`src/rtl/wb_gpio_pkg.sv`:
```
// wb_gpio_pkg: register offsets, decode width and byte-lane helpers for the wb_gpio slave.
// Latency: n/a (types, constants and pure functions only).
// Backpressure: n/a.
package wb_gpio_pkg;

    // Word-address bits decoded from the byte address (wb_adr_i[4:2]).
    localparam int ADR_W = 3;

    typedef logic [ADR_W-1:0] reg_adr_t;

    localparam reg_adr_t GPIO_IN   = 3'd0;
    localparam reg_adr_t GPIO_OUT  = 3'd1;
    localparam reg_adr_t GPIO_MASK = 3'd2;
    localparam reg_adr_t GPIO_EDGE = 3'd3;
    localparam reg_adr_t GPIO_PEND = 3'd4;

    // Expand the four byte-lane enables into a 32-bit bit mask.
    function automatic logic [31:0] sel_mask(input logic [3:0] sel);
        return {{8{sel[3]}}, {8{sel[2]}}, {8{sel[1]}}, {8{sel[0]}}};
    endfunction

    // Replace only the enabled byte lanes of a register with the bus write data.
    function automatic logic [31:0] byte_merge(input logic [31:0] old_val,
                                               input logic [31:0] new_val,
                                               input logic [3:0]  sel);
        logic [31:0] m;
        m = sel_mask(sel);
        return (old_val & ~m) | (new_val & m);
    endfunction

endpackage

```
`src/rtl/gpio_debounce.sv`:
```
// gpio_debounce: prescaled sample-and-compare filter; a level must be seen on two consecutive ticks.
// Latency: a level change reaches filt 1-2 periods after it reaches sync.
// Backpressure: none; free-running, one tick every PERIOD cycles.
module gpio_debounce #(
    parameter int WIDTH  = 14,
    parameter int PERIOD = 500000
) (
    input  logic             clk,
    input  logic             rst,
    input  logic [WIDTH-1:0] sync,
    output logic [WIDTH-1:0] filt
);

    localparam int CNT_W = (PERIOD > 1) ? $clog2(PERIOD) : 1;

    logic [CNT_W-1:0] cnt;
    logic             tick;
    logic [WIDTH-1:0] sample;

    assign tick = (cnt == CNT_W'(PERIOD - 1));

    // Prescaler: wraps every PERIOD cycles, tick marks the last count.
    always_ff @(posedge clk or posedge rst) begin
        if (rst) begin
            cnt <= '0;
        end else if (tick) begin
            cnt <= '0;
        end else begin
            cnt <= cnt + CNT_W'(1);
        end
    end

    // On each tick remember the level and accept it once it has held for a full period.
    always_ff @(posedge clk or posedge rst) begin
        if (rst) begin
            sample <= '0;
            filt   <= '0;
        end else if (tick) begin
            sample <= sync;
            for (int i = 0; i < WIDTH; i++) begin
                if (sync[i] == sample[i]) begin
                    filt[i] <= sync[i];
                end
            end
        end
    end

endmodule

```
`src/rtl/wb_gpio.sv`:
```
// wb_gpio: Wishbone classic GPIO slave with synchronised inputs, edge-pending flags and a level interrupt.
// Latency: ack 1 cycle after strobe; pin change to intr 4 cycles (plus debounce when WB_GPIO_DEBOUNCE_EN).
// Backpressure: none; every strobe is acked after one cycle, back-to-back accesses every 2 cycles.
module wb_gpio
    import wb_gpio_pkg::*;
#(
    parameter int clk_freq    = 50000000,
    parameter int in_width    = 14,
    parameter int out_width   = 18,
    parameter int debounce_ms = 10
) (
    input  logic                 clk,
    input  logic                 reset,
    input  logic [31:0]          wb_adr_i,
    input  logic [31:0]          wb_dat_i,
    output logic [31:0]          wb_dat_o,
    input  logic [3:0]           wb_sel_i,
    input  logic                 wb_stb_i,
    input  logic                 wb_cyc_i,
    input  logic                 wb_we_i,
    output logic                 wb_ack_o,
    output logic                 intr,
    input  logic [in_width-1:0]  gpio_i,
    output logic [out_width-1:0] gpio_o
);

    logic [in_width-1:0]  sync_meta;
    logic [in_width-1:0]  sync;
    logic [in_width-1:0]  filt;
    logic [in_width-1:0]  filt_d;
    logic [in_width-1:0]  evt;
    logic [in_width-1:0]  clear;
    logic [in_width-1:0]  mask_q;
    logic [in_width-1:0]  edge_q;
    logic [in_width-1:0]  pend_q;
    logic [out_width-1:0] out_q;
    logic [31:0]          rd_dat;
    logic                 access;
    logic                 wr;
    reg_adr_t             adr;
    logic                 unused_bits;

    // A new access starts only while ack is low, which yields the one-cycle ack pulse.
    assign access = wb_stb_i & wb_cyc_i & ~wb_ack_o;
    assign wr     = access & wb_we_i;
    assign adr    = wb_adr_i[ADR_W+1:2];
    assign gpio_o = out_q;

    assign unused_bits = ^{wb_adr_i[31:ADR_W+2], wb_adr_i[1:0], 32'(clk_freq), 32'(debounce_ms)};

    // Two-flop synchroniser for the asynchronous pins.
    always_ff @(posedge clk or posedge reset) begin
        if (reset) begin
            sync_meta <= '0;
            sync      <= '0;
        end else begin
            sync_meta <= gpio_i;
            sync      <= sync_meta;
        end
    end

`ifdef WB_GPIO_DEBOUNCE_EN
    gpio_debounce #(
        .WIDTH  (in_width),
        .PERIOD (clk_freq / 1000 * debounce_ms)
    ) u_debounce (
        .clk  (clk),
        .rst  (reset),
        .sync (sync),
        .filt (filt)
    );
`else
    assign filt = sync;
`endif

    // Per-bit edge selection and write-1-to-clear mask for PEND.
    assign evt   = (edge_q & filt & ~filt_d) | (~edge_q & ~filt & filt_d);
    assign clear = (wr && adr == GPIO_PEND) ? in_width'(wb_dat_i & sel_mask(wb_sel_i)) : '0;

    // Read mux; unused high bits and unmapped offsets read as zero.
    always_comb begin
        rd_dat = '0;
        case (adr)
            GPIO_IN:   rd_dat = 32'(filt);
            GPIO_OUT:  rd_dat = 32'(out_q);
            GPIO_MASK: rd_dat = 32'(mask_q);
            GPIO_EDGE: rd_dat = 32'(edge_q);
            GPIO_PEND: rd_dat = 32'(pend_q);
            default:   rd_dat = '0;
        endcase
    end

    // Bus side: registered ack/read data and byte-lane writes to the R/W registers.
    always_ff @(posedge clk or posedge reset) begin
        if (reset) begin
            wb_ack_o <= 1'b0;
            wb_dat_o <= '0;
            out_q    <= '0;
            mask_q   <= '0;
            edge_q   <= '0;
        end else begin
            wb_ack_o <= access;
            wb_dat_o <= (access && !wb_we_i) ? rd_dat : '0;
            if (wr && adr == GPIO_OUT) begin
                out_q <= out_width'(byte_merge(32'(out_q), wb_dat_i, wb_sel_i));
            end
            if (wr && adr == GPIO_MASK) begin
                mask_q <= in_width'(byte_merge(32'(mask_q), wb_dat_i, wb_sel_i));
            end
            if (wr && adr == GPIO_EDGE) begin
                edge_q <= in_width'(byte_merge(32'(edge_q), wb_dat_i, wb_sel_i));
            end
        end
    end

    // Edge history, pending flags (set beats clear) and the registered interrupt.
    always_ff @(posedge clk or posedge reset) begin
        if (reset) begin
            filt_d <= '0;
            pend_q <= '0;
            intr   <= 1'b0;
        end else begin
            filt_d <= filt;
            pend_q <= (pend_q & ~clear) | evt;
            intr   <= |(pend_q & mask_q);
        end
    end

endmodule
```
`config.mk`:
```
export PLATFORM = sky130hd
export DESIGN_NAME = wb_gpio
export DESIGN_NICKNAME = d
export VERILOG_FILES = /design/src/rtl/wb_gpio_pkg.sv /design/src/rtl/gpio_debounce.sv /design/src/rtl/wb_gpio.sv
export SDC_FILE = /design/constraint.sdc
export NUM_CORES = 1
export LEC_CHECK = 0
export CORE_MARGIN = 4
export CORE_UTILIZATION = 60
export CTS_CLUSTER_DIAMETER = 200
export CTS_CLUSTER_SIZE = 20
export DETAILED_ROUTE_END_ITERATION = 16
export DONT_BUFFER_PORTS = 1
export GPL_TIMING_DRIVEN = 0
export PLACE_DENSITY_LB_ADDON = 0.15
export SYNTH_ARGS = -nofsm -noshare
export SYNTH_HDL_FRONTEND = slang
export SYNTH_SLANG_ARGS = --single-unit
```
`constraint.sdc`:
```
create_clock -name clk -period 4.9 [get_ports clk]
set_input_delay 0.98 -clock clk [delete_from_list [all_inputs] [get_ports clk]]
set_output_delay 0.98 -clock clk [all_outputs]
set_load 0.005 [all_outputs]
```
# Yosys cells after proc, flatten, opt, wreduce, memory -nomap -nowiden
# Index checks and enable logic that the tools add are counted.
# word_totals
regBits	136
word_cells	49
output_inout_bits	52
# classes
reduce_logical	8
muxes	3
bitwise	24
eq_ne	4
# ops
cell	count
$and A14 B14 Y14	8
$pmux W18 S5	1
$not A14 Y14	4
$or A14 B14 Y14	4
$and A18 B18 Y18	2
$mux W32	1
$not A18 Y18	1
$or A18 B18 Y18	1
$mux W14	1
$reduce_or A14 Y1	1
$eq A3 B2 Y1 const B	2
$logic_and A1 B1 Y1	5
$and A1 B1 Y1	3
$eq A3 B1 Y1 const B	1
$eq A3 B3 Y1 const B	1
$logic_not A3 Y1	1
$logic_not A1 Y1	1
$not A1 Y1	1

# Logic depth before layout (Yosys ltp)
# Gate-level depths: netlist of the first run.
# depth
word_depth	8
depth_mapped	6
depth_no_buf	3

# Worst setup path after synthesis of the first run
# OpenSTA, ideal clock, no wires.
# synth_timing
path_type	in2reg
start	in wb_adr_i[4]
end	reg (tool-made name)
required_time_ns	4.775
setup_ns	0.125
arrival_ns	2.016
path_slack_ns	2.759
path_stages	4
cell_sequence	clkbuf_2 nand2b_1 nor4_1 mux2_2
# synth_rtl
element	line	source
from (decl)	wb_gpio.sv:14	input logic [31:0] wb_adr_i,

==> run metrics, run 1 <==
Main synth FF type dfrtp_1; DIE HEIGHT 101 um; CP Class reg -> out; placed cell area 5430 um^2; total routed wirelength around 12,000 um; post-CTS setup buffers 0; nets@finish approximately 530; vias in the first global route about 3,500; post-CTS resize count 0; largest fanout on the critical path 3; worst vdd ir 0.368 mV; via density per instance about 6; clk_lat worst skew ~520 ps; pwr dens approximately 420 nW/um^2; sequential cell area 3050 um^2; WL per Instance ~21 um; Slew Limit Fails 0; sw frac 24.7%; R2R cell count 4; status complete, no violations; grt ovf 0; CP arrival ~950 ps; clk root buf clkbuf_8; H-tree depth 4; Synth Warn # 0; vias about 3,400; antenna viol nets, final 0; Longest Clk Path Bufs 2; worst clock skew 6.91 ps; unrepaired setup endpoints after global routing false; mapped cell area 5220 um^2; Antenna diodes 0; Row Count 33; Max Cap Violations 0; initial core utilization around 63%; total iterations of the first detailed-routing run 4; critical path depth 0; die area between 10,000 and 15,000 um^2; clock share of power 47.6%; Min Clock Period, post-route about 1900 ps; P&R area growth vs syn 15.1%; Hold WS 313 ps; # DRC 0; Required @ worst endpoint just under 4000 ps; Comb power frac about 7.4%; Reg clk slew, reported paths 60 ps; worst r2r src wb_ack_o$_DFF_PP0_; core area roughly 8300 um^2; Post-Synthesis Cells approximately 410; critical path launch point type flip-flop; Yosys cell types 38; asr flop ratio synth between 90% and 100%; fmax ~520 MHz; Post-Syn Area per Cell 12.9 um^2; worst setup path end gpio_o[7]; port bufs 0; 1st-iter DRT viols between 150 and 200; layout cells sized above 1 roughly 25%; largest net degree at the start of global routing 85; Hold WC Path Type in -> async; dpl hpwl about 7700 um; Switching Power between 0.6 and 0.7 mW; global-route wire length before repair around 18,000 um; # fillers about 560; Chip Width about 100 um; hold buffers post-CTS 0; sequential share of power 44.9%; GRT Util Overall about a quarter; EDFF count, synth 0; final core occ 72.1%; final setup TNS 0 ps; initial antenna violation count 0; io pins 139; area of the multi-input gates between 1500 and 2000 um^2; Slew headroom 59.6%; CTS tree yes; CP Capture Type output pin; Final Setup Violations 0; Least-Margin Pin Slew just over 600 ps; post-route cell area roughly 6000 um^2; most common cell after layout, fill and taps aside dfrtp_1; static leakage between 2 and 3 nW; register area share after synthesis 58.5%; commonest cells after routing, fill and taps aside 122 x dfrtp_1, 46 x mux2_2, 29 x nand3b_1; internal reg-to-reg setup slack about 3200 ps; Internal around 1.9 mW; crit share post-route between 30% and 40%; CTS Sinks 122; endpoints failing hold 0; RD Place Congestion 0.805; CTS Buf Count 17; Yosys reg bits 122
-- through the flow --
step                      total power, mW  std cells  worst slack, ps
after floorplan                      1.28        419              677
after global placement               1.33        524             -434
after detailed placement             1.34        525             2460
after CTS                            2.54        557             2960
after global routing                 2.62        557             2900
final                                2.53        557             2970
-- area by class of cell --
class	count	area share, %
Buffer	32	3.50
Clock buffer	18	6.95
Clock inverter	14	2.66
Inverter	8	0.583
Multi-Input combinational cell	257	32.9
Sequential cell	122	50.8
Tap cell	105	2.19
Timing Repair Buffer	1	0.458
-- cells by family (layout without fill, tap and decap cells) --
group,after synthesis,in the layout,synth area share [%]
AO/OA/AOI/OAI,70,70,10.0
buffers and inverters,40,73,4.60
flip-flops,122,122,58.5
multiplexers,60,60,12.6
other,1,14,0.0718
AND/OR/NAND/NOR,113,113,14.2
-- layer usage --
layer,vias up,track usage (%),share of wire [%]
met1,1707,31.0,40
met2,150,37.9,49
met3,17,7.71,10
met5,-,0,0
li1,1515,-,-
met4,0,8.69,1.3
-- Yosys cell counts (8+ instances only) --
library cell,count,share of area [%]
nor3b_1,10,1.4
inv_1,8,0.58
nor2_1,9,0.65
nor2b_1,15,1.8
a21oi_1,14,1.3
buf_4,16,2.3
mux2_2,46,9.9
nand2b_1,16,1.9
mux2i_1,14,2.7
nand2_1,15,1.1
nand3b_1,29,4.2
dfrtp_1,122,58
o22ai_1,14,1.7
a211o_1,14,2.3
o31a_1,8,1.3
-- how the worst min path moves through the flow --
stage | from | end | depth (start not counted) | slack (ps)
after floorplan | sync_meta[0]$_DFF_PP0_ | filt[0]$_DFF_PP0_ | 0 | 330
after global placement | sync_meta[2]$_DFF_PP0_ | filt[2]$_DFF_PP0_ | 0 | 330
after detailed placement | sync_meta[8]$_DFF_PP0_ | filt[8]$_DFF_PP0_ | 0 | 330
after CTS | reset | sync_meta[8]$_DFF_PP0_ | 1 | 310
after global routing | reset | async pin | 1 | 330
final | reset | async pin | 1 | 310
-- power groups by stage --
| stage | sequential [mW] | clock (mW) | combinational, mW |
|---|---|---|---|
| after CTS | 1.14 | 1.22 | 0.189 |
| after global placement | 1.15 | 0 | 0.178 |
| after floorplan | 1.13 | 0 | 0.151 |
| final | 1.14 | 1.20 | 0.188 |
| after global routing | 1.14 | 1.27 | 0.208 |
| after detailed placement | 1.15 | 0 | 0.187 |
-- worst reg2reg max path: stages (launching register included) --
cell	delay (ps)
dfrtp_1	400
and4b_1	280
buf_4	190
nand3_1	330
mux2_2	390
Power figures use the tool's default switching activity.
==> run 2, diff against run 1 <==
clock period = 1.8 ns   (was 4.9 ns; I/O delays follow)
==> run 2 against run 1 <==
  * Critical path depth rose by 4
  * Final cell count up 5.9%
  * Combinational power increased to 3.1 times the previous value
  * Via count up 4.4%
  * Total power rose to 2.6 times the previous value
  * Core utilization rose by 3.6 points
  * Global-route usage increased by 0.12 points
==> run metrics, run 2 (synthesized netlist as in run 1, its figures left out) <==
port bufs 0 (unchanged); clk_lat worst skew 520 ps (about the same); antenna viol nets, final 0 (unchanged); Longest Clk Path Bufs 2 (unchanged); final setup TNS 0 ps (unchanged); io pins 139 (unchanged); status complete, no violations (unchanged); Min Clock Period, post-route 1680 ps; GRT Util Overall 24.0% (was 23.9%); CTS tree yes (unchanged); # fillers 509 (was 564); post-CTS resize count 0 (unchanged); Worst Slack Setup Final 120 ps (was 2970 ps); via density per instance 5.99 (was 6.08); Crit path largest cell delay 400 ps; largest net degree at the start of global routing 44 (was 85); Final Setup Violations 0 (unchanged); nets@finish 560 (was 526); grt ovf 0 (unchanged); Slew Limit Fails 0 (unchanged); dpl hpwl 7600 um (was 7660 um); CP Class reg -> reg (was reg -> out); Reg clk slew, reported paths 60 ps (about the same); hold buffers post-CTS 33 (was 0); Slew headroom 44.3% (was 59.6%); clk root buf clkbuf_8 (unchanged); vias in the first global route 3,591 (was 3,514); Hold WC Path Type in -> reg (was in -> async); worst vdd ir 0.657 mV (was 0.368 mV); pwr dens 1060 nW/um^2 (was 420 nW/um^2); core area 8340 um^2 (unchanged); Hold WS 17.5 ps (was 313 ps); Chip Width 101 um (unchanged); placed cell area 5450 um^2 (was 5430 um^2); Least-Margin Pin Slew 834 ps (was 607 ps); final std cells w/o fill 590 (was 557); vias 3,537 (was 3,389); Hold Startpoint wb_we_i; Worst path slowest cell dfrtp_1; critical path launch point type flip-flop (unchanged); largest fanout on the critical path 8 (was 3); fmax 595 MHz; commonest cells after routing, fill and taps aside 122 x dfrtp_1, 46 x mux2_2, 33 x dlygate4sd3_1 (was 122 x dfrtp_1, 46 x mux2_2, 29 x nand3b_1); Required @ worst endpoint 2200 ps (was 3920 ps); initial antenna violation count 0 (unchanged); most common cell after layout, fill and taps aside dfrtp_1 (unchanged); total routed wirelength 11,800 um (was 11,600 um); worst r2r src wb_ack_o$_DFF_PP0_ (unchanged); Critical Path Source wb_ack_o$_DFF_PP0_; post-route cell area 6310 um^2 (was 6010 um^2); DIE HEIGHT 101 um (unchanged); CP Capture Type flip-flop (was output pin); worst clock skew 10.2 ps (was 6.91 ps); static leakage 2.81 nW (was 2.68 nW); global-route wire length before repair 18,400 um (was 18,300 um); layout cells sized above 1 23.5% (was 25.0%); Max Cap Violations 0 (unchanged); 1st-iter DRT viols 201 (was 158); P&R area growth vs syn 20.8% (was 15.1%); unrepaired setup endpoints after global routing false (unchanged); CTS Buf Count 17 (unchanged); Placed Cells 526 (was 525); Antenna diodes 0 (unchanged); crit share post-route approximately 93%; DP Worst Slack -38.3 ps (was 2460 ps); die area 10,300 um^2 (unchanged); CTS Sinks 122 (unchanged); crit-path cells and4b_1 > buf_4 > nand3_1 > mux2_2; RD Place Congestion 0.820 (was 0.805); # DRC 0 (unchanged); total iterations of the first detailed-routing run 5 (was 4); WL per Instance 20.0 um (was 20.9 um); endpoints failing hold 0 (unchanged); H-tree depth 4 (unchanged); initial core utilization 62.6% (unchanged); CP arrival 2080 ps (was 950 ps); Row Count 33 (unchanged); post-CTS setup buffers 0 (unchanged)
run 2: worst max-delay path: cells and delay by family, from the launching register on:
family        cells  cell delay, ps
simple gates      2             580
mux               1             390
flops             1             400
buf+inv           1             190
run 2: per-layer routing:
layer	wire [um]	part of all wire [%]	up-vias	track usage (%)
li1	-	-	1578	-
met1	4870	41	1788	30.8
met2	5900	50	148	39.6
met3	868	7.3	23	6.13
met4	185	1.6	0	9.00
met5	0	0	-	0
run 2: where the power goes:
group	switching [mW]	internal [mW]	leakage (nW)
combinational	0.280	0.304	1.04
clock	1.24	1.77	0.265
sequential	0.161	2.93	1.50
run 2: through the flow:
step	util [%]	power, mW
2_1_floorplan	-	3.49
3_3_place_gp	64.8	3.61
3_5_place_dp	65.3	3.65
4_1_cts	75.7	6.72
5_1_grt	75.7	6.92
6_report	75.7	6.68
run 2: cell type report:
cell class / count / area [um^2] / share of cell area, %
sequential: 122 / 3050 / 48.4
multi-input combinational: 257 / 1980 / 31.3
inverter: 8 / 33.8 / 0.535
buffer: 32 / 210 / 3.33
clock inverter: 12 / 92.6 / 1.47
clock buffer: 19 / 442 / 7.00
timing repair buffer: 35 / 370 / 5.87
tap: 105 / 131 / 2.08
run 2: final timing paths:
kind,endpoint,slack (ps),depth (start not counted)
setup / recovery,flip-flop,120,4
hold / removal,wb_dat_o[3]$_DFF_PP0_,20,2
setup reg to reg,flip-flop,120,4
hold reg to reg,filt[12]$_DFF_PP0_,340,0
max in group asynchronous,async pin,350,4
min in group asynchronous,pend_q[8]$_DFF_PP0_,490,2
==> run 3, diff against run 2 <==
TNS_END_PERCENT = 1   (was unset)
==> results of run 3 <==
No change in the layout: final DEF, timing and power equal those of run 2.
